`src/rtl/audio_sample_packer.sv`:
```
// ============================================================================
// Module   : audio_sample_packer
// Purpose  : Packs a byte-wide sample stream (valid/ready) into 32-bit words
//            of four samples, buffers them in a small FIFO and presents the
//            head word to a 4-lane PWM stage. A free-running frame counter
//            that stays in phase with the consumer pops one word per PWM
//            frame, so the consumer needs no pop strobe.
// Build    : Define AUDIO_SILENCE_FILL_EN to drive mid-scale silence words
//            (aud_en=1) whenever no real word is playing.
// Ports    : clk          - system clock
//            rstn         - asynchronous active-low reset
//            s_data       - input sample
//            s_valid      - s_data valid
//            s_ready      - block can accept s_data this cycle
//            flush        - synchronous flush of FIFO, packer, playback state
//            fifo_rd_data - head word, lane 0 in [DATA_WIDTH-1:0] = oldest
//            aud_en       - fifo_rd_data valid for the consumer this frame
//            level        - words currently stored
//            underrun     - sticky: FIFO empty at a frame boundary in PLAY
// Revision : 1.0 - initial release
// ============================================================================
`default_nettype none

module audio_sample_packer #(
  parameter int DATA_WIDTH      = 8,
  parameter int FIFO_DATA_WIDTH = 32,   // must equal 4*DATA_WIDTH
  parameter int DEPTH           = 16,   // power of 2, >= 2
  parameter int START_LEVEL     = 4     // 1..DEPTH
) (
  input  logic                       clk,
  input  logic                       rstn,
  input  logic [DATA_WIDTH-1:0]      s_data,
  input  logic                       s_valid,
  output logic                       s_ready,
  input  logic                       flush,
  output logic [FIFO_DATA_WIDTH-1:0] fifo_rd_data,
  output logic                       aud_en,
  output logic [$clog2(DEPTH):0]     level,
  output logic                       underrun
);

  localparam int AW = $clog2(DEPTH);
  localparam int FW = DATA_WIDTH + 2;

  localparam logic [AW:0]   c_DEPTH     = DEPTH[AW:0];
  localparam logic [AW:0]   c_START     = START_LEVEL[AW:0];
  localparam logic [AW:0]   c_LVL_ONE   = {{AW{1'b0}}, 1'b1};
  localparam logic [AW-1:0] c_PTR_ONE   = {{(AW-1){1'b0}}, 1'b1};
  localparam logic [FW-1:0] c_FRM_ONE   = {{(FW-1){1'b0}}, 1'b1};
  localparam logic [1:0]    c_LAST_LANE = 2'd3;

  typedef enum logic [0:0] {
    ST_PRIME = 1'b0,
    ST_PLAY  = 1'b1
  } state_t;

  state_t                       r_state;
  state_t                       w_state_next;
  logic [FW-1:0]                r_frm_cnt;
  logic [1:0]                   r_pack_cnt;
  logic [3*DATA_WIDTH-1:0]      r_lanes;
  logic [FIFO_DATA_WIDTH-1:0]   r_mem [DEPTH];
  logic [AW-1:0]                r_wr_ptr;
  logic [AW-1:0]                r_rd_ptr;
  logic [AW:0]                  r_level;
  logic                         r_underrun;

  logic                         w_frame_tick;
  logic                         w_xfer;
  logic                         w_push;
  logic                         w_pop;
  logic                         w_playing;
  logic                         w_set_underrun;
  logic [FIFO_DATA_WIDTH-1:0]   w_word;
  logic [FIFO_DATA_WIDTH-1:0]   w_head;

  // Frame counter: free-running and deliberately untouched by flush so it
  // never drifts from the consumer's own PWM counter.
  always_ff @(posedge clk or negedge rstn) begin
    if (!rstn) r_frm_cnt <= '0;
    else       r_frm_cnt <= r_frm_cnt + c_FRM_ONE;
  end

  assign w_frame_tick = &r_frm_cnt;

  // Only the final lane can overflow a full FIFO, so lanes 0..2 keep
  // accepting. Registered state only: a same-cycle pop does not help.
  assign s_ready = !((r_level == c_DEPTH) && (r_pack_cnt == c_LAST_LANE));
  assign w_xfer  = s_valid && s_ready && !flush;
  assign w_push  = w_xfer && (r_pack_cnt == c_LAST_LANE);
  assign w_word  = {s_data, r_lanes};
  assign w_pop   = w_frame_tick && w_playing && !flush;

  // Packer: lanes 0..2 are held here, the 4th byte goes straight into the word.
  always_ff @(posedge clk or negedge rstn) begin
    if (!rstn) begin
      r_pack_cnt <= '0;
      r_lanes    <= '0;
    end else if (flush) begin
      r_pack_cnt <= '0;
      r_lanes    <= '0;
    end else if (w_xfer) begin
      r_pack_cnt <= r_pack_cnt + 2'd1;
      case (r_pack_cnt)
        2'd0:    r_lanes[DATA_WIDTH-1:0]              <= s_data;
        2'd1:    r_lanes[2*DATA_WIDTH-1:DATA_WIDTH]   <= s_data;
        2'd2:    r_lanes[3*DATA_WIDTH-1:2*DATA_WIDTH] <= s_data;
        default: r_lanes                              <= r_lanes;
      endcase
    end
  end

  // FIFO storage
  always_ff @(posedge clk or negedge rstn) begin
    if (!rstn) begin
      for (int i = 0; i < DEPTH; i++) r_mem[i] <= '0;
    end else if (w_push) begin
      r_mem[r_wr_ptr] <= w_word;
    end
  end

  // FIFO pointers and occupancy
  always_ff @(posedge clk or negedge rstn) begin
    if (!rstn) begin
      r_wr_ptr <= '0;
      r_rd_ptr <= '0;
      r_level  <= '0;
    end else if (flush) begin
      r_wr_ptr <= '0;
      r_rd_ptr <= '0;
      r_level  <= '0;
    end else begin
      if (w_push) r_wr_ptr <= r_wr_ptr + c_PTR_ONE;
      if (w_pop)  r_rd_ptr <= r_rd_ptr + c_PTR_ONE;
      case ({w_push, w_pop})
        2'b10:   r_level <= r_level + c_LVL_ONE;
        2'b01:   r_level <= r_level - c_LVL_ONE;
        default: r_level <= r_level;
      endcase
    end
  end

  assign w_head = (r_level != '0) ? r_mem[r_rd_ptr] : '0;

  // Playback state register
  always_ff @(posedge clk or negedge rstn) begin
    if (!rstn)      r_state <= ST_PRIME;
    else if (flush) r_state <= ST_PRIME;
    else            r_state <= w_state_next;
  end

  // Next-state and playback qualifiers. Underrun uses the registered level,
  // so a word landing on the tick cycle itself does not rescue the frame.
  always_comb begin
    w_state_next   = r_state;
    w_playing      = 1'b0;
    w_set_underrun = 1'b0;
    case (r_state)
      ST_PRIME: begin
        if (r_level >= c_START) w_state_next = ST_PLAY;
      end
      ST_PLAY: begin
        w_playing = (r_level != '0);
        if (w_frame_tick && (r_level == '0)) begin
          w_set_underrun = 1'b1;
          w_state_next   = ST_PRIME;
        end
      end
      default: w_state_next = ST_PRIME;
    endcase
  end

  always_ff @(posedge clk or negedge rstn) begin
    if (!rstn)               r_underrun <= 1'b0;
    else if (flush)          r_underrun <= 1'b0;
    else if (w_set_underrun) r_underrun <= 1'b1;
  end

  assign level    = r_level;
  assign underrun = r_underrun;

`ifdef AUDIO_SILENCE_FILL_EN
  // Mid-scale word keeps every PWM lane at 50% duty instead of a stale duty.
  localparam logic [FIFO_DATA_WIDTH-1:0] c_SILENCE =
    {4{1'b1, {(DATA_WIDTH-1){1'b0}}}};

  assign aud_en       = 1'b1;
  assign fifo_rd_data = w_playing ? w_head : c_SILENCE;
`else
  assign aud_en       = w_playing;
  assign fifo_rd_data = w_head;
`endif

endmodule

`default_nettype wire

```
`config.mk`:
```
export PLATFORM = sky130hd
export DESIGN_NAME = audio_sample_packer
export DESIGN_NICKNAME = d
export VERILOG_FILES = /design/src/rtl/audio_sample_packer.sv
export SDC_FILE = /design/constraint.sdc
export NUM_CORES = 1
export LEC_CHECK = 0
export ABC_AREA = 1
export CELL_PAD_IN_SITES_DETAIL_PLACEMENT = 1
export CELL_PAD_IN_SITES_GLOBAL_PLACEMENT = 1
export CORE_MARGIN = 1
export CORE_UTILIZATION = 43
export CTS_BUF_LIST = sky130_fd_sc_hd__clkbuf_8 sky130_fd_sc_hd__clkbuf_16
export CTS_CLUSTER_DIAMETER = 60
export DETAILED_ROUTE_END_ITERATION = 6
export GPL_TIMING_DRIVEN = 0
export PLACE_DENSITY_LB_ADDON = 0.1
export SLEW_MARGIN = 20
export SYNTH_ARGS = -nofsm -noshare
export SYNTH_HDL_FRONTEND = slang
export SYNTH_SLANG_ARGS = --single-unit
```
`constraint.sdc`:
```
create_clock -name clk -period 2.3 [get_ports clk]
set_clock_uncertainty 0.05 [all_clocks]
set_input_delay 0.345 -clock clk [delete_from_list [all_inputs] [get_ports clk]]
set_output_delay 0.345 -clock clk [all_outputs]
set_load 0.1 [all_outputs]
```
==> metrics.sh <==
GRT_SETUP_UNREPAIRED='yes'
TIMING.FMAX_MHz=326.5
CRITICAL_PATH.N_BUFFERS_INVERTERS=5
CLK-INSERTION-DELAY-LATE_NS=0.61
NUMCTSBUFFERS=67
FINALSETUPVIOLCOUNT=34
FIRST_PASS_GRT_WIRE_LENGTH_MM=156.3
DESIGN.CORE.AREA_UM2=59130
CLOCK_PATH_BUFFERS=3
SETUP.WORST_PATH.START_CLASS='register'
MEASURED_SLEW_AT_THE_WORST_SLEW_CHECK_PIN_NS=0.9629
DIE-HEIGHT_UM=247.1
CLKTRANSATPATHREGS_NS=0.06
POST_DETAILED_ROUTE_COUNT_OF_ANTENNA_VIOLATING_NETS=0
GRT_REMAINING_OVERFLOW=0
PORTBUFFERS=51
FINAL_CRITICAL_PATH_REQUIRED_PERIOD_NS=3.063
FIRST_GLOBAL_VIAS=24550
YOSYSTOPAREACELL='sky130_fd_sc_hd__dfrtp_1'
PWR_DENSITY_CELL_nW_PER_UM2=819.4
SYNTHESIS_WARNING_TOTAL=0
ROUTABILITYCONGESTION=0.9150
PLACE_AREA_UM2=27790
DRCVIOLATIONCOUNT=2
END_KIND='output pin'
TOTAL_VIAS_IN_THE_FINAL_ROUTE=23400
INTERNAL_REG_TO_REG_SETUP_SLACK_NS=-0.18
FLOW.AREA_GROWTH_FROM_SYNTHESIS_PCT=24.14
SYNTH_SEQ_CELLS=563
GRT_MAX_DEGREE=99
SYNTH.CELL_AREA_UM2=25830
NUM-NETS-FINAL=3247
MIN_PERIOD_OVER_PERIOD_PCT=133.2
IOPINCOUNT=52
CPMAXSTAGEDELAYCELL='sky130_fd_sc_hd__dfrtp_1'
NETLIST_TOP_CELLS_AREA='sky130_fd_sc_hd__dfrtp_1 (55%), sky130_fd_sc_hd__a21oi_1 (10%), sky130_fd_sc_hd__o21ai_0 (8.3%), sky130_fd_sc_hd__nor2_1 (7.3%), sky130_fd_sc_hd__nand2_1 (6.3%)'
TIMING.FINAL.HOLD_VIOLATIONS=0
LAYOUT.CELL_AREA.NON_FILLER_UM2=32070
FLOORPLAN.ROWS=89
FRACTION_OF_LAYOUT_INSTANCES_USING_A_DRIVE_STRENGTH_ABOVE_1_PCT=18.55
H-TREE-DEPTH=3
SYN-MEAN-INSTANCE-AREA_UM2=8.466
WORST_SLEW_MARGIN_REL_PCT=36.06
VIAS_PER_CELL=5.784
DETAILED_PLACE_HPWL_MM=72.46
CP_DATA_REQUIRED_TIME_NS=1.90
YS_TYPES=32
DRV_CAP=0
PATH_CELLS='buf_12 > buf_12 > clkbuf_16 > buf_12 > a21oi_4 > o21ai_1 > o21ai_2 > nand2_1 > nand2_2 > nand2_2 > nor2_4 > buf_12'
FLOORPLAN.DIE_AREA_UM2=61060
INITIAL_ANTENNA_VIOLATION_COUNT=5
TRITONCTS='built'
SETUP_SLACK_NS=-0.7632
FINALWIRELENGTH_MM=105.2
SYN-INSTANCE-COUNT=3051
TIMING.HOLD.WS_NS=0.2225
CRITPATHARRIVALTIME_NS=2.67
WORST_PATH_MOST_REPEATED_CELL='sky130_fd_sc_hd__buf_12'
TIMING.CRITICAL_PATH.MAX_DELAY_FAMILY='buffers and inverters'
TOTAL_COUNT_OF_MAX_TRANSITION_VIOLATIONS_IN_THE_FINAL_REPORT=0
CTS_ROOT_BUFFER='sky130_fd_sc_hd__clkbuf_16'
HP-CLASS='in -> async'
GRTUSAGETOTAL_PCT=34.79
STATIC-LEAKAGE-POWER_nW=15.07
CRITICAL-PATH-MAX-STAGE-DELAY_NS=0.41
WL_PER_CELL_UM=26.00
VIOLATED_CHECKS='DRC, setup timing'
YOSYS.AREA.TOP_TYPE_SHARE_PCT=54.54
SYNTH_SEQ_AREA_SHARE_PCT=54.54
TOTAL_NEGATIVE_SLACK_NS=-22.67
MOST-COMMON-LAYOUT-CELLS='sky130_fd_sc_hd__dfrtp_1 (555), sky130_fd_sc_hd__a21oi_1 (474), sky130_fd_sc_hd__nor2_1 (465)'
FP.DIEW_UM=247.1
CTS_NUM_SINKS=563
CRIT_TYPE='reg -> out'
WORST_R2R_SRC='level[2]'
FIRSTDRTPASSITERS=7
DRT_ITER0_DRC=1813
START_UTIL_PCT=43.68
LAYOUT_COMMONEST_CELL='sky130_fd_sc_hd__dfrtp_1'
CRIT_PATH_START='r_rd_ptr[0]'
SYNTHESIS.NETS=3077
RUN_STATUS='finished with violations'
VDD_DROP_MAX_uV=507.7
WORST-PATH-MAX-FANOUT=10
metrics by stage:
stage          power, W  worst slack (ns)  cells  utilization, %
2_1_floorplan   0.01319           -0.4580   3051               -
3_3_place_gp    0.01465            -28.45   3875           46.69
3_5_place_dp    0.01473            -1.820   3882           47.00
4_1_cts         0.02608           -0.7399   4008           52.72
5_1_grt         0.02696           -0.8222   4046           54.23
6_report        0.02627           -0.7632   4046           54.23
area by class of cell:
class                   count  area (µm²)
repair buffers            101        1486
multi-input cells        2065       10800
inverters                 192       735.7
flip-flops and latches    563       14110
clock inverters            40       321.6
clock buffers              80        1901
fillers                  6829       27060
well taps                 773       967.2
plain buffers             231        1739
diodes                      1       2.502
logic make-up after synthesis:
kind of cell	synth area share [%]
mux	1.240
flops	54.54
xor+xnor	0.3391
buf+inv	7.382
compound gates	20.42
fa+ha+maj	0.7072
simple gates	15.37
registers in the layout, indices dropped and copies added (netlist names):
name / cells
r_state: 1
r_lanes: 24
underrun: 1
r_frm_cnt: 10
level: 5
r_mem: 512
r_wr_ptr: 4
r_rd_ptr: 4
r_pack_cnt: 2
worst paths after layout:
check	endpoint	depth (start not counted)
setup / recovery	fifo_rd_data[13]	12
hold / removal	r_mem[135]	2
setup reg to reg	level[4]	17
hold reg to reg	r_frm_cnt[0]	1
max in group asynchronous	r_mem[91]	4
min in group clk	r_frm_cnt[0]	1
worst register-to-register path, delay by kind of cell, from the launching register on:
family                     cells  cell delay [ns]
DFF                            1             0.51
adders and majority gates      1             0.29
and+or+nand+nor               13             1.19
buffers and inverters          3             0.32
synthesized netlist by cell type:
| cell | n |
|---|---|
| sky130_fd_sc_hd__a211oi_1 | 32 |
| sky130_fd_sc_hd__a21oi_1 | 522 |
| sky130_fd_sc_hd__buf_1 | 6 |
| sky130_fd_sc_hd__buf_12 | 1 |
| sky130_fd_sc_hd__buf_2 | 74 |
| sky130_fd_sc_hd__buf_4 | 34 |
| sky130_fd_sc_hd__buf_6 | 11 |
| sky130_fd_sc_hd__clkbuf_1 | 105 |
| sky130_fd_sc_hd__dfrtp_1 | 563 |
| sky130_fd_sc_hd__fa_1 | 1 |
| sky130_fd_sc_hd__ha_1 | 13 |
| sky130_fd_sc_hd__inv_1 | 187 |
| sky130_fd_sc_hd__inv_2 | 5 |
| sky130_fd_sc_hd__mux2i_1 | 32 |
| sky130_fd_sc_hd__nand2_1 | 432 |
| sky130_fd_sc_hd__nand3_1 | 14 |
| sky130_fd_sc_hd__nand3_2 | 2 |
| sky130_fd_sc_hd__nand3b_1 | 2 |
| sky130_fd_sc_hd__nand4_1 | 1 |
| sky130_fd_sc_hd__nand4_4 | 1 |
| sky130_fd_sc_hd__nor2_1 | 499 |
| sky130_fd_sc_hd__nor2_2 | 2 |
| sky130_fd_sc_hd__nor2_4 | 2 |
| sky130_fd_sc_hd__nor2_8 | 14 |
| sky130_fd_sc_hd__nor3_1 | 1 |
| sky130_fd_sc_hd__nor3_4 | 1 |
| sky130_fd_sc_hd__o211a_1 | 1 |
| sky130_fd_sc_hd__o21ai_0 | 430 |
| sky130_fd_sc_hd__o21ai_1 | 52 |
| sky130_fd_sc_hd__or2_1 | 1 |
| sky130_fd_sc_hd__xnor2_1 | 3 |
| sky130_fd_sc_hd__xor2_1 | 7 |
timing repair:
action,in CTS,in global routing
gates cloned,0,3
resized for setup,606,232
endpoints found under the setup margin,336,296
setup buffers,5,34
hold buffers,1,0
endpoints found under the hold margin,56,0
pin swaps,43,69
routing by layer:
metal,track usage [%],vias to the layer above,wire length (µm)
met5,0,-,28
met4,15.67,4,4730
met3,6.132,234,6675
met2,54.98,787,49290
met1,46.62,12020,44480
li1,-,10360,-
power breakdown:
group | switching [W] | internal, W
Clock | 0.00436 | 0.00643
Sequential | 0.000261 | 0.0102
Combinational | 0.00342 | 0.00158
Total | 0.00804 | 0.0182
Note: power is estimated with default switching activity, not from simulation.
